--- src/rtl/imem_loader_pkg.sv ---
`default_nettype none
// ============================================================================
//  Module      : imem_loader_pkg
//  Description : Shared types and constants for the instruction-memory loader.
//  Revision    : 1.0 - initial release
// ============================================================================

package imem_loader_pkg;

    localparam int BYTES_PER_WORD = 4;
    localparam int LANE_W         = $clog2(BYTES_PER_WORD);
    localparam int LEN_W          = 16;
    localparam int INSTR_W        = 32;

    typedef enum logic [2:0] {
        LEN_LO = 3'd0,
        LEN_HI = 3'd1,
        DATA   = 3'd2,
        FLUSH  = 3'd3,
        DONE   = 3'd4,
        ERROR  = 3'd5
    } state_t;

    // Only the header and payload phases take bytes from the host link.
    function automatic logic state_accepts_bytes(input state_t s);
        return (s == LEN_LO) || (s == LEN_HI) || (s == DATA);
    endfunction

endpackage

`default_nettype wire

--- src/rtl/imem_loader_if.sv ---
`default_nettype none
// ============================================================================
//  Module      : imem_loader_if
//  Description : Host byte stream and instruction-memory write port bundle.
//  Revision    : 1.0 - initial release
// ============================================================================

interface imem_loader_if #(
    parameter int ADDR_W = 8
);
    import imem_loader_pkg::*;

    logic [7:0]         in_data;
    logic               in_valid;
    logic               in_ready;

    logic               mem_we;
    logic [ADDR_W-1:0]  mem_addr;
    logic [INSTR_W-1:0] mem_wdata;

    // Loader side: consumes the stream, drives the memory write port.
    modport slave (
        input  in_data,
        input  in_valid,
        output in_ready,
        output mem_we,
        output mem_addr,
        output mem_wdata
    );

    // Host / memory side.
    modport master (
        output in_data,
        output in_valid,
        input  in_ready,
        input  mem_we,
        input  mem_addr,
        input  mem_wdata
    );

endinterface

`default_nettype wire

--- src/rtl/imem_loader_byte_packer.sv ---
`default_nettype none
// ============================================================================
//  Module      : imem_loader_byte_packer
//  Description : Packs little-endian stream bytes into 32-bit words.
//  Revision    : 1.0 - initial release
// ============================================================================

module imem_loader_byte_packer
    import imem_loader_pkg::*;
(
    input  wire logic               clk,
    input  wire logic               rst,
    input  wire logic               clear,
    input  wire logic               accept,
    input  wire logic [7:0]         in_byte,
    output logic                    word_ready,
    output logic [INSTR_W-1:0]      word
);

    localparam logic [LANE_W-1:0] c_last_lane = LANE_W'(BYTES_PER_WORD - 1);

    logic [LANE_W-1:0]      r_lane;
    logic [INSTR_W-9:0]     r_asm;

    // The top byte is never stored: it is merged straight into the output
    // word on the cycle it arrives, so the word is complete with that byte.
    always_ff @(posedge clk or posedge rst) begin
        if (rst) begin
            r_lane <= '0;
            r_asm  <= '0;
        end else if (clear) begin
            r_lane <= '0;
            r_asm  <= '0;
        end else if (accept) begin
            r_lane <= r_lane + 1'b1;
            for (int i = 0; i < BYTES_PER_WORD - 1; i++) begin
                if (r_lane == LANE_W'(i)) begin
                    r_asm[i*8 +: 8] <= in_byte;
                end
            end
        end
    end

    assign word_ready = accept && (r_lane == c_last_lane);
    assign word       = {in_byte, r_asm};

endmodule

`default_nettype wire

--- src/rtl/imem_loader.sv ---
`default_nettype none
// ============================================================================
//  Module      : imem_loader
//  Description : Boot-time instruction memory writer; holds the core in reset
//                until a length-prefixed byte stream has been stored.
//  Revision    : 1.0 - initial release
// ============================================================================

module imem_loader #(
    parameter int ADDR_W = 8,
    parameter int LEN_W  = imem_loader_pkg::LEN_W
) (
    input  wire logic           clk,
    input  wire logic           rst,
    imem_loader_if.slave        bus,
    input  wire logic           start,
    output logic                core_rst,
    output logic                done,
    output logic                error,
    output logic [ADDR_W:0]     word_cnt
);
    import imem_loader_pkg::*;

    localparam logic [32:0] c_depth = 33'(1) << ADDR_W;

    state_t                 r_state;
    logic [LEN_W-1:0]       r_len;
    logic                   r_mem_we;
    logic [ADDR_W-1:0]      r_mem_addr;
    logic [INSTR_W-1:0]     r_mem_wdata;
    logic                   r_done;
    logic                   r_error;
    logic                   r_core_rst;
    logic [ADDR_W:0]        r_word_cnt;

    logic                   w_ready;
    logic                   w_accept;
    logic                   w_data_accept;
    logic                   w_rearm;
    logic [LEN_W-1:0]       w_len;
    logic                   w_len_over;
    logic [ADDR_W:0]        w_cnt_next;
    logic                   w_last;
    logic                   w_word_ready;
    logic [INSTR_W-1:0]     w_word;

    assign w_ready       = state_accepts_bytes(r_state);
    assign w_accept      = bus.in_valid && w_ready;
    assign w_data_accept = w_accept && (r_state == DATA);
    assign w_rearm       = start && ((r_state == DONE) || (r_state == ERROR));

    // Full length as it will be once the high byte on the bus is latched.
    assign w_len      = LEN_W'({bus.in_data, r_len[7:0]});
    assign w_len_over = 33'(w_len) > c_depth;
    assign w_cnt_next = r_word_cnt + 1'b1;
    assign w_last     = (32'(w_cnt_next) == 32'(r_len));

    imem_loader_byte_packer u_packer (
        .clk        (clk),
        .rst        (rst),
        .clear      (w_rearm),
        .accept     (w_data_accept),
        .in_byte    (bus.in_data),
        .word_ready (w_word_ready),
        .word       (w_word)
    );

    always_ff @(posedge clk or posedge rst) begin
        if (rst) begin
            r_state     <= LEN_LO;
            r_len       <= '0;
            r_mem_we    <= 1'b0;
            r_mem_addr  <= '0;
            r_mem_wdata <= '0;
            r_done      <= 1'b0;
            r_error     <= 1'b0;
            r_core_rst  <= 1'b1;
            r_word_cnt  <= '0;
        end else begin
            r_mem_we <= 1'b0;
            case (r_state)
                LEN_LO: begin
                    if (w_accept) begin
                        r_len   <= LEN_W'(bus.in_data);
                        r_state <= LEN_HI;
                    end
                end
                LEN_HI: begin
                    if (w_accept) begin
                        r_len <= w_len;
                        if (w_len == '0) begin
                            r_state    <= DONE;
                            r_done     <= 1'b1;
                            r_core_rst <= 1'b0;
                        end else if (w_len_over) begin
                            r_state <= ERROR;
                            r_error <= 1'b1;
                        end else begin
                            r_state <= DATA;
                        end
                    end
                end
                DATA: begin
                    // Word index doubles as the write address; the count
                    // steps on the same edge that raises the write strobe.
                    if (w_word_ready) begin
                        r_mem_we    <= 1'b1;
                        r_mem_addr  <= r_word_cnt[ADDR_W-1:0];
                        r_mem_wdata <= w_word;
                        r_word_cnt  <= w_cnt_next;
                        if (w_last) begin
                            r_state <= FLUSH;
                        end
                    end
                end
                FLUSH: begin
                    r_state    <= DONE;
                    r_done     <= 1'b1;
                    r_core_rst <= 1'b0;
                end
                DONE, ERROR: begin
                    if (start) begin
                        r_state    <= LEN_LO;
                        r_done     <= 1'b0;
                        r_error    <= 1'b0;
                        r_word_cnt <= '0;
                        r_core_rst <= 1'b1;
                    end
                end
                default: begin
                    r_state <= LEN_LO;
                end
            endcase
        end
    end

    assign bus.in_ready  = w_ready;
    assign bus.mem_we    = r_mem_we;
    assign bus.mem_addr  = r_mem_addr;
    assign bus.mem_wdata = r_mem_wdata;
    assign core_rst      = r_core_rst;
    assign done          = r_done;
    assign error         = r_error;
    assign word_cnt      = r_word_cnt;

endmodule

`default_nettype wire
--- src/flat_wrapper.sv ---
// flat-port wrapper written by rule: the top's interface ports become plain ports
module imem_loader_flat import imem_loader_pkg::*;
#(
    parameter int ADDR_W = 8,
    parameter int LEN_W  = imem_loader_pkg::LEN_W
)
  (clk, rst, start, core_rst, done, error, word_cnt, bus_in_data, bus_in_valid, bus_in_ready, bus_mem_we, bus_mem_addr, bus_mem_wdata);
  imem_loader_if #(.ADDR_W(ADDR_W)) bus_i ();
  input  wire logic clk;
  input  wire logic rst;
  input  wire logic start;
  output logic core_rst;
  output logic done;
  output logic error;
  output logic [ADDR_W:0] word_cnt;
  input wire logic [$bits(bus_i.in_data)-1:0] bus_in_data;
  input wire logic [$bits(bus_i.in_valid)-1:0] bus_in_valid;
  output wire logic [$bits(bus_i.in_ready)-1:0] bus_in_ready;
  output wire logic [$bits(bus_i.mem_we)-1:0] bus_mem_we;
  output wire logic [$bits(bus_i.mem_addr)-1:0] bus_mem_addr;
  output wire logic [$bits(bus_i.mem_wdata)-1:0] bus_mem_wdata;
  assign bus_i.in_data = bus_in_data;
  assign bus_i.in_valid = bus_in_valid;
  assign bus_in_ready = bus_i.in_ready;
  assign bus_mem_we = bus_i.mem_we;
  assign bus_mem_addr = bus_i.mem_addr;
  assign bus_mem_wdata = bus_i.mem_wdata;
  imem_loader #(.ADDR_W(ADDR_W), .LEN_W(LEN_W)) u_core (.clk(clk), .rst(rst), .bus(bus_i), .start(start), .core_rst(core_rst), .done(done), .error(error), .word_cnt(word_cnt));
endmodule
--- config.mk ---
export PLATFORM = sky130hd
export DESIGN_NAME = imem_loader_flat
export DESIGN_NICKNAME = d
export VERILOG_FILES = /design/src/rtl/imem_loader_pkg.sv /design/src/rtl/imem_loader_if.sv /design/src/rtl/imem_loader_byte_packer.sv /design/src/rtl/imem_loader.sv /design/src/flat_wrapper.sv
export SDC_FILE = /design/constraint.sdc
export NUM_CORES = 1
export LEC_CHECK = 0
export ABC_AREA = 1
export CORE_ASPECT_RATIO = 0.5
export CORE_MARGIN = 2
export CORE_UTILIZATION = 58
export CTS_CLUSTER_DIAMETER = 200
export DETAILED_ROUTE_END_ITERATION = 10
export GPL_ROUTABILITY_DRIVEN = 0
export PLACE_DENSITY = 0.87
export SLEW_MARGIN = 20
export SYNTH_ARGS = -nofsm -noshare
export SYNTH_HDL_FRONTEND = slang
export SYNTH_SLANG_ARGS = --single-unit
--- constraint.sdc ---
create_clock -name clk -period 8.6 [get_ports clk]
set_input_delay 0.86 -clock clk [delete_from_list [all_inputs] [get_ports clk]]
set_output_delay 0.86 -clock clk [all_outputs]
set_load 0.01 [all_outputs]
== Yosys cells after proc, flatten, opt, wreduce, memory -nomap -nowiden ==
Index checks and enable logic that the tools add are counted.
Cells by class
  reductions and logical operators: 29
  add/sub/neg operators: 2
  equal/unequal tests: 17
  $lt $le $gt $ge: 1
  multiplexer cells: 35
  bitwise logic cells: 1
Operators with widths (count)
  24-bit two-way mux: 2
  16-bit two-way mux: 2
  16-bit one-hot mux with 2 select lines: 1
  8-bit two-way mux: 3
  3-bit two-way mux: 7
  9-bit two-way mux: 2
  9-bit one-hot mux with 2 select lines: 1
  9-bit by 16-bit equality test with 1-bit output: 1
  16-bit by 9-bit greater-than comparator with 1-bit output, second input constant: 1
  16-bit logical NOT: 1
  3-bit one-hot mux with 5 select lines: 1
  2-bit nonzero test: 7
  1-bit two-way mux: 11
  5-bit AND reduction: 2
  9-bit by 1-bit adder with 9-bit output, second input constant: 1
  3-bit AND reduction: 3
  2-bit by 1-bit != test with 1-bit output, second input constant: 4
  2-bit != test, second input constant: 4
  2-bit AND reduction: 4
  3-bit by 2-bit equality test with 1-bit output, second input constant: 2
  3-bit equality test, second input constant: 2
  1-bit one-hot mux with 3 select lines: 2
  2-bit equality test, second input constant: 2
  1-bit logical AND: 4
  other kinds (12): 15
Word-level totals
  flip-flop bits (word level): 98
  word-level logic and storage cells: 99
  output and inout bits: 54
  input port bits: 12

== Longest topological paths before layout ==
  depth in word-level cells: 8
  mapped depth: 13
  depth with buffers taken out: 13

== By module ==
From an unflattened synthesis, not the netlist that was laid out.
Second synthesis, totals
  cells, all modules: 550
  area total of the unflattened synthesis: 4521.8 um^2
By module, submodules not included
  imem_loader: seq. area each 1803.0 um^2, area each 3218.1 um^2, instances 1, cells each 401
  imem_loader_byte_packer: seq. area each 650.6 um^2, area each 1303.8 um^2, instances 1, cells each 149

== Least setup slack after synthesis ==
No wires, ideal clock.
  path type: input-to-reg
  start: input bus_in_data[4]
  end: register u_core.r_state[2]
  setup time: 0.118 ns
  buffers on the path: 0
  data required time: 8.482 ns
  cell stages on the path: 8
  setup slack: 6.835 ns
  data arrival time: 1.647 ns
  cell sequence: inv_1 -> nand4_1 -> nor4_1 -> nand3_1 -> nand2_1 -> nand2_1 -> nand3_1 -> nand2_1
On the way
  cells in the longest elaborated chain, start to end: 5
  elaborated cells on any way between the ends: 6
  those cells by class: 1 x order compare; 4 x mux; 1 x reduce/logical
RTL lines
  start, declared: RTL line flat_wrapper.sv:16  | input wire logic [$bits(bus_i.in_data)-1:0] bus_in_data;
  16-bit by 9-bit greater-than comparator with 1-bit output: RTL line imem_loader.sv:54  | assign w_len_over = 33'(w_len) > c_depth;
  3-bit two-way mux: RTL line imem_loader.sv:95  | end else if (w_len_over) begin
  3-bit two-way mux (*): RTL line imem_loader.sv:91  | if (w_len == '0) begin
  3-bit two-way mux (*): RTL line imem_loader.sv:89  | if (w_accept) begin
  3-bit one-hot mux with 5 select lines (*): RTL line imem_loader.sv:81  | case (r_state)
  end signal, assigned: RTL line imem_loader.sv:85  | r_state <= LEN_HI;
  end signal, assigned: RTL line imem_loader.sv:92  | r_state <= DONE;
  end signal, assigned: RTL line imem_loader.sv:96  | r_state <= ERROR;
  end, declared: RTL line imem_loader.sv:26  | state_t r_state;
Every way passes the cells marked *; elsewhere a longest branch is shown, timed or not. The select of a mux whose other input is x is not followed.
A chain may end at the register's enable or synchronous reset.

== Worst setup path in the final report ==
  start: input bus_in_valid
  end: register u_core.r_state[0]
On the way
  cells in the longest elaborated chain, start to end: 5
  elaborated cells on any way between the ends: 7
  those cells by class: 3 x eq/ne; 4 x reduce/logical
RTL lines
  start, declared: RTL line flat_wrapper.sv:17  | input wire logic [$bits(bus_i.in_valid)-1:0] bus_in_valid;
  1-bit logical AND (*): RTL line imem_loader.sv:48  | assign w_accept = bus.in_valid && w_ready;
  1-bit logical AND: RTL line imem_loader.sv:49  | assign w_data_accept = w_accept && (r_state == DATA);
  1-bit logical AND: RTL line imem_loader_byte_packer.sv:44  | assign word_ready = accept && (r_lane == c_last_lane);
  2-bit != test (no source line)
  5-bit AND reduction (no source line) (*)
  end signal, assigned: RTL line imem_loader.sv:70  | r_state <= LEN_LO;
  end signal, assigned: RTL line imem_loader.sv:85
  end signal, assigned: RTL line imem_loader.sv:92
Every way passes the cells marked *; elsewhere a longest branch is shown, timed or not.

==> metrics.md <==
| Metric | Value |
|---|---|
| Clk pin slew, worst setup/hold paths | 0.07 ns |
| Port bufs | 65 |
| Global-route wire length before repair | 16900 um |
| Worst-margin pin slew | 0.930 ns |
| Placed cell area | 5110 um2 |
| Setup slack after layout | 5.94 ns |
| Time the worst path needs with I/O delays and setup | 2.66 ns |
| CTS root buf | sky130_fd_sc_hd__clkbuf_16 |
| Average instance area after synthesis | 8.59 um2 |
| Slew headroom | 38.0% |
| Cells traversed along the worst timing path | clkdlybuf4s50_1 > inv_1 > nor2_8 > nand2_4 > a21oi_2 > or2_2 > nand2_1 |
| Core outline area | 7380 um2 |
| Dominant combinational cell family by area after synthesis | simple AND/OR/NAND/NOR gates |
| Main synth FF type | sky130_fd_sc_hd__dfrtp_1 |
| Number of max-cap violations | 0 |
| Maximum number of pins on one net before global-route repair | 86 |
| Peak supply drop | 0.000210 V |
| Leading cell types in the layout, fill and taps excluded | 148 x sky130_fd_sc_hd__nand2_1, 97 x sky130_fd_sc_hd__dfrtp_1, 79 x sky130_fd_sc_hd__inv_1 |
| Crit path max-delay cell type | sky130_fd_sc_hd__nand2_4 |
| Number of cells on the worst reg-to-reg path | 9 |
| Number of detailed-route iterations in the first pass | 6 |
| Post-Syn Area | 4450 um2 |
| Effective utilization at floorplan | 60.3% |
| Worst slack, placed | 5.63 ns |
| Post-CTS resize count | 0 |
| Count of pins over their slew limit | 0 |
| Synthesized-area fraction occupied by xor and xnor cells | 0% |
| Number of stages on the worst hold path | 2 |
| Total non-filler cell area in the finished layout | 5450 um2 |
| Final routed DRC violation total | 0 |
| Seq cells post-synth | 98 |
| Largest area contributor in the netlist | sky130_fd_sc_hd__dfrtp_1 |
| Count of flip-flops with a built-in enable after synthesis | 0 |
| Total Neg Setup Slack | 0 ns |
| Setup Fix Bufs, Post-CTS | 0 |
| Antenna violations before repair | 0 |
| Sort of element at the end of the critical path | flop |
| Clock buffer count from CTS | 9 |
| Via count | 3616 |
| Setup violators final | 0 |
| Final hold violation count | 0 |
| Clock latency on the worst-skew pair | 0.35 ns |
| Complex-gate fraction of the synthesized area | 13.6% |
| Fraction of the mapped netlist area in simple logic gates | 20.2% |
| Number of global-route vias before repair | 3568 |
| RSZ-0062 raised after global routing | false |
| Clock Skew | 0.00659 ns |
| Fmax | 376 MHz |
| Vias per cell | 5.30 |
| Die H | 65.9 um |
| Number of synthesis warnings | 0 |
| Area grow syn2layout | 22.4% |
| CTS HTree Levels | 3 |
| Antenna diode count | 0 |
| Worst Setup Start Kind | primary input |
| Crit Path Class | in -> reg |
| WL final | 10100 um |
| Estimated wirelength of the detail-placed design | 6790 um |
| Class of the tightest hold or removal check | reg -> reg |
| Clock sink count | 98 |
| Worst-path fanout max | 85 |
| Worst endpoint data arrival time | 2.96 ns |
| Top post-synthesis cells by area | sky130_fd_sc_hd__dfrtp_1 55%, sky130_fd_sc_hd__nand2_1 12%, sky130_fd_sc_hd__inv_1 6.7%, sky130_fd_sc_hd__o21ai_0 5.7%, sky130_fd_sc_hd__o21ai_1 3.5% |
| Synthesized netlist net count | 535 |
| Count of unique library cells instantiated by Yosys | 32 |
| Worst hold slack | 0.470 ns |
| Final core area utilization | 73.8% |
| Overflow left after global routing | 0 |
| Portion of netlist area occupied by mux cells | 0% |
| Number of buffers added to fix hold violations after cts | 0 |
| Most common cell after layout, fill and taps aside | sky130_fd_sc_hd__nand2_1 |
| I/O Pins | 66 |
| Register area share after synthesis | 55.1% |
| Ratio of cells with drive above 1 in the final layout | 7.85% |
| Maximum single-stage delay on the critical path | 0.67 ns |
| Outcome | finished clean |
| Clock Path Buffers | 2 |
| Worst Path Required | 8.90 ns |
| Total leakage power | 2.64 nW |
| Total routing usage reported by global routing | 26.0% |
| Share of the synthesized area in the top cell type | 54.5% |
| Fillers | 517 |
| Adder and majority gate portion of the synthesized area | 1.41% |
| Nets@finish | 598 |
| Post-synthesis cell count | 518 |
| Number of core rows | 22 |
| Share of the cycle needed by the critical path after routing | 31.0% |
| Routed length per instance | 14.9 um |
| Die Width | 128 um |
| Die Area | 8430 um2 |
| Total power divided by cell area | 344 nW/um2 |
| Share of synthesized registers carrying an async set or reset | 100% |
| Number of nets still failing antenna checks after routing | 0 |
| DRT iter0 DRCs | 308 |
| CTS tree | built |
[logic make-up after synthesis]
group / after synthesis
flip-flops: 98
adder cells (fa/ha/maj): 5
buffers and inverters: 98
AO/OA/AOI/OAI: 105
AND/OR/NAND/NOR: 212
[flip-flops by register name, summed over array words and instances (netlist names)]
| signal | count |
|---|---|
| u_core.bus.mem_wdata | 32 |
| u_core.core_rst | 1 |
| u_core.bus.mem_addr | 8 |
| u_core.r_len | 16 |
| u_core.u_packer.r_lane | 2 |
| u_core.u_packer.r_asm | 24 |
| u_core.error | 1 |
| u_core.r_state | 3 |
| u_core.word_cnt | 9 |
| u_core.bus.mem_we | 1 |
| u_core.done | 1 |
[metal layers]
metal	routed length (um)	GRT usage (%)
met3	547	7.52
met5	0	0
met2	4790	42.8
met4	175	9.20
met1	4630	33.6
[Yosys cell counts, types with 2 or more instances]
| library cell | n |
|---|---|
| sky130_fd_sc_hd__dfrtp_1 | 97 |
| sky130_fd_sc_hd__nand2_2 | 2 |
| sky130_fd_sc_hd__nand2_1 | 148 |
| sky130_fd_sc_hd__inv_1 | 80 |
| sky130_fd_sc_hd__nand4_1 | 5 |
| sky130_fd_sc_hd__o21ai_1 | 31 |
| sky130_fd_sc_hd__buf_6 | 7 |
| sky130_fd_sc_hd__nor2_1 | 23 |
| sky130_fd_sc_hd__o22ai_2 | 5 |
| sky130_fd_sc_hd__o21ai_2 | 7 |
| sky130_fd_sc_hd__buf_4 | 3 |
| sky130_fd_sc_hd__o21ai_0 | 51 |
| sky130_fd_sc_hd__ha_1 | 5 |
| sky130_fd_sc_hd__nor2_2 | 3 |
| sky130_fd_sc_hd__o22ai_1 | 4 |
| sky130_fd_sc_hd__clkbuf_1 | 3 |
| sky130_fd_sc_hd__nand2_4 | 2 |
| sky130_fd_sc_hd__a21oi_1 | 3 |
| sky130_fd_sc_hd__inv_2 | 4 |
| sky130_fd_sc_hd__nand3_1 | 23 |
[power by group]
| part | leakage [nW] | switching, mW | internal (mW) |
|---|---|---|---|
| combinational | 1.23 | 0.354 | 0.308 |
| sequential | 1.25 | 0.105 | 0.654 |
| clock | 0.160 | 0.189 | 0.261 |
| total | 2.64 | 0.648 | 1.22 |
[critical path: cells and delay by family]
family          cells  cell delay, ns
simple gates        4            1.15
compound gates      1            0.16
buf+inv             2            0.73
[final cells by class]
type                       count  area (um2)  area share, %
multi-input combinational    322        1560           28.7
inverter                      84         317           5.81
tap                           96         120           2.21
timing repair buffer          66         658           12.1
clock buffer                   9         225           4.14
clock inverter                 7         108           1.98
sequential                    98        2450           45.1
[metrics by stage]
| step | cells | power (mW) |
|---|---|---|
| final | 682 | 1.87 |
| after floorplan | 518 | 1.11 |
| after CTS | 682 | 1.87 |
| after global routing | 682 | 1.99 |
| after detailed placement | 666 | 1.41 |
| after global placement | 666 | 1.39 |
[worst paths after layout]
check                      slack (ns)                        to         startpoint
min                              0.47           u_core.core_rst    u_core.core_rst
max reg2reg                      6.41         u_core.r_state[1]  u_core.r_state[2]
max in group asynchronous        6.55  u_core.u_packer.r_asm[9]                rst
min reg2reg                      0.47           u_core.core_rst    u_core.core_rst
min in group asynchronous        0.91    u_core.bus.mem_addr[4]                rst
max                              5.94         u_core.r_state[0]       bus_in_valid
Power figures use the tool's default switching activity.
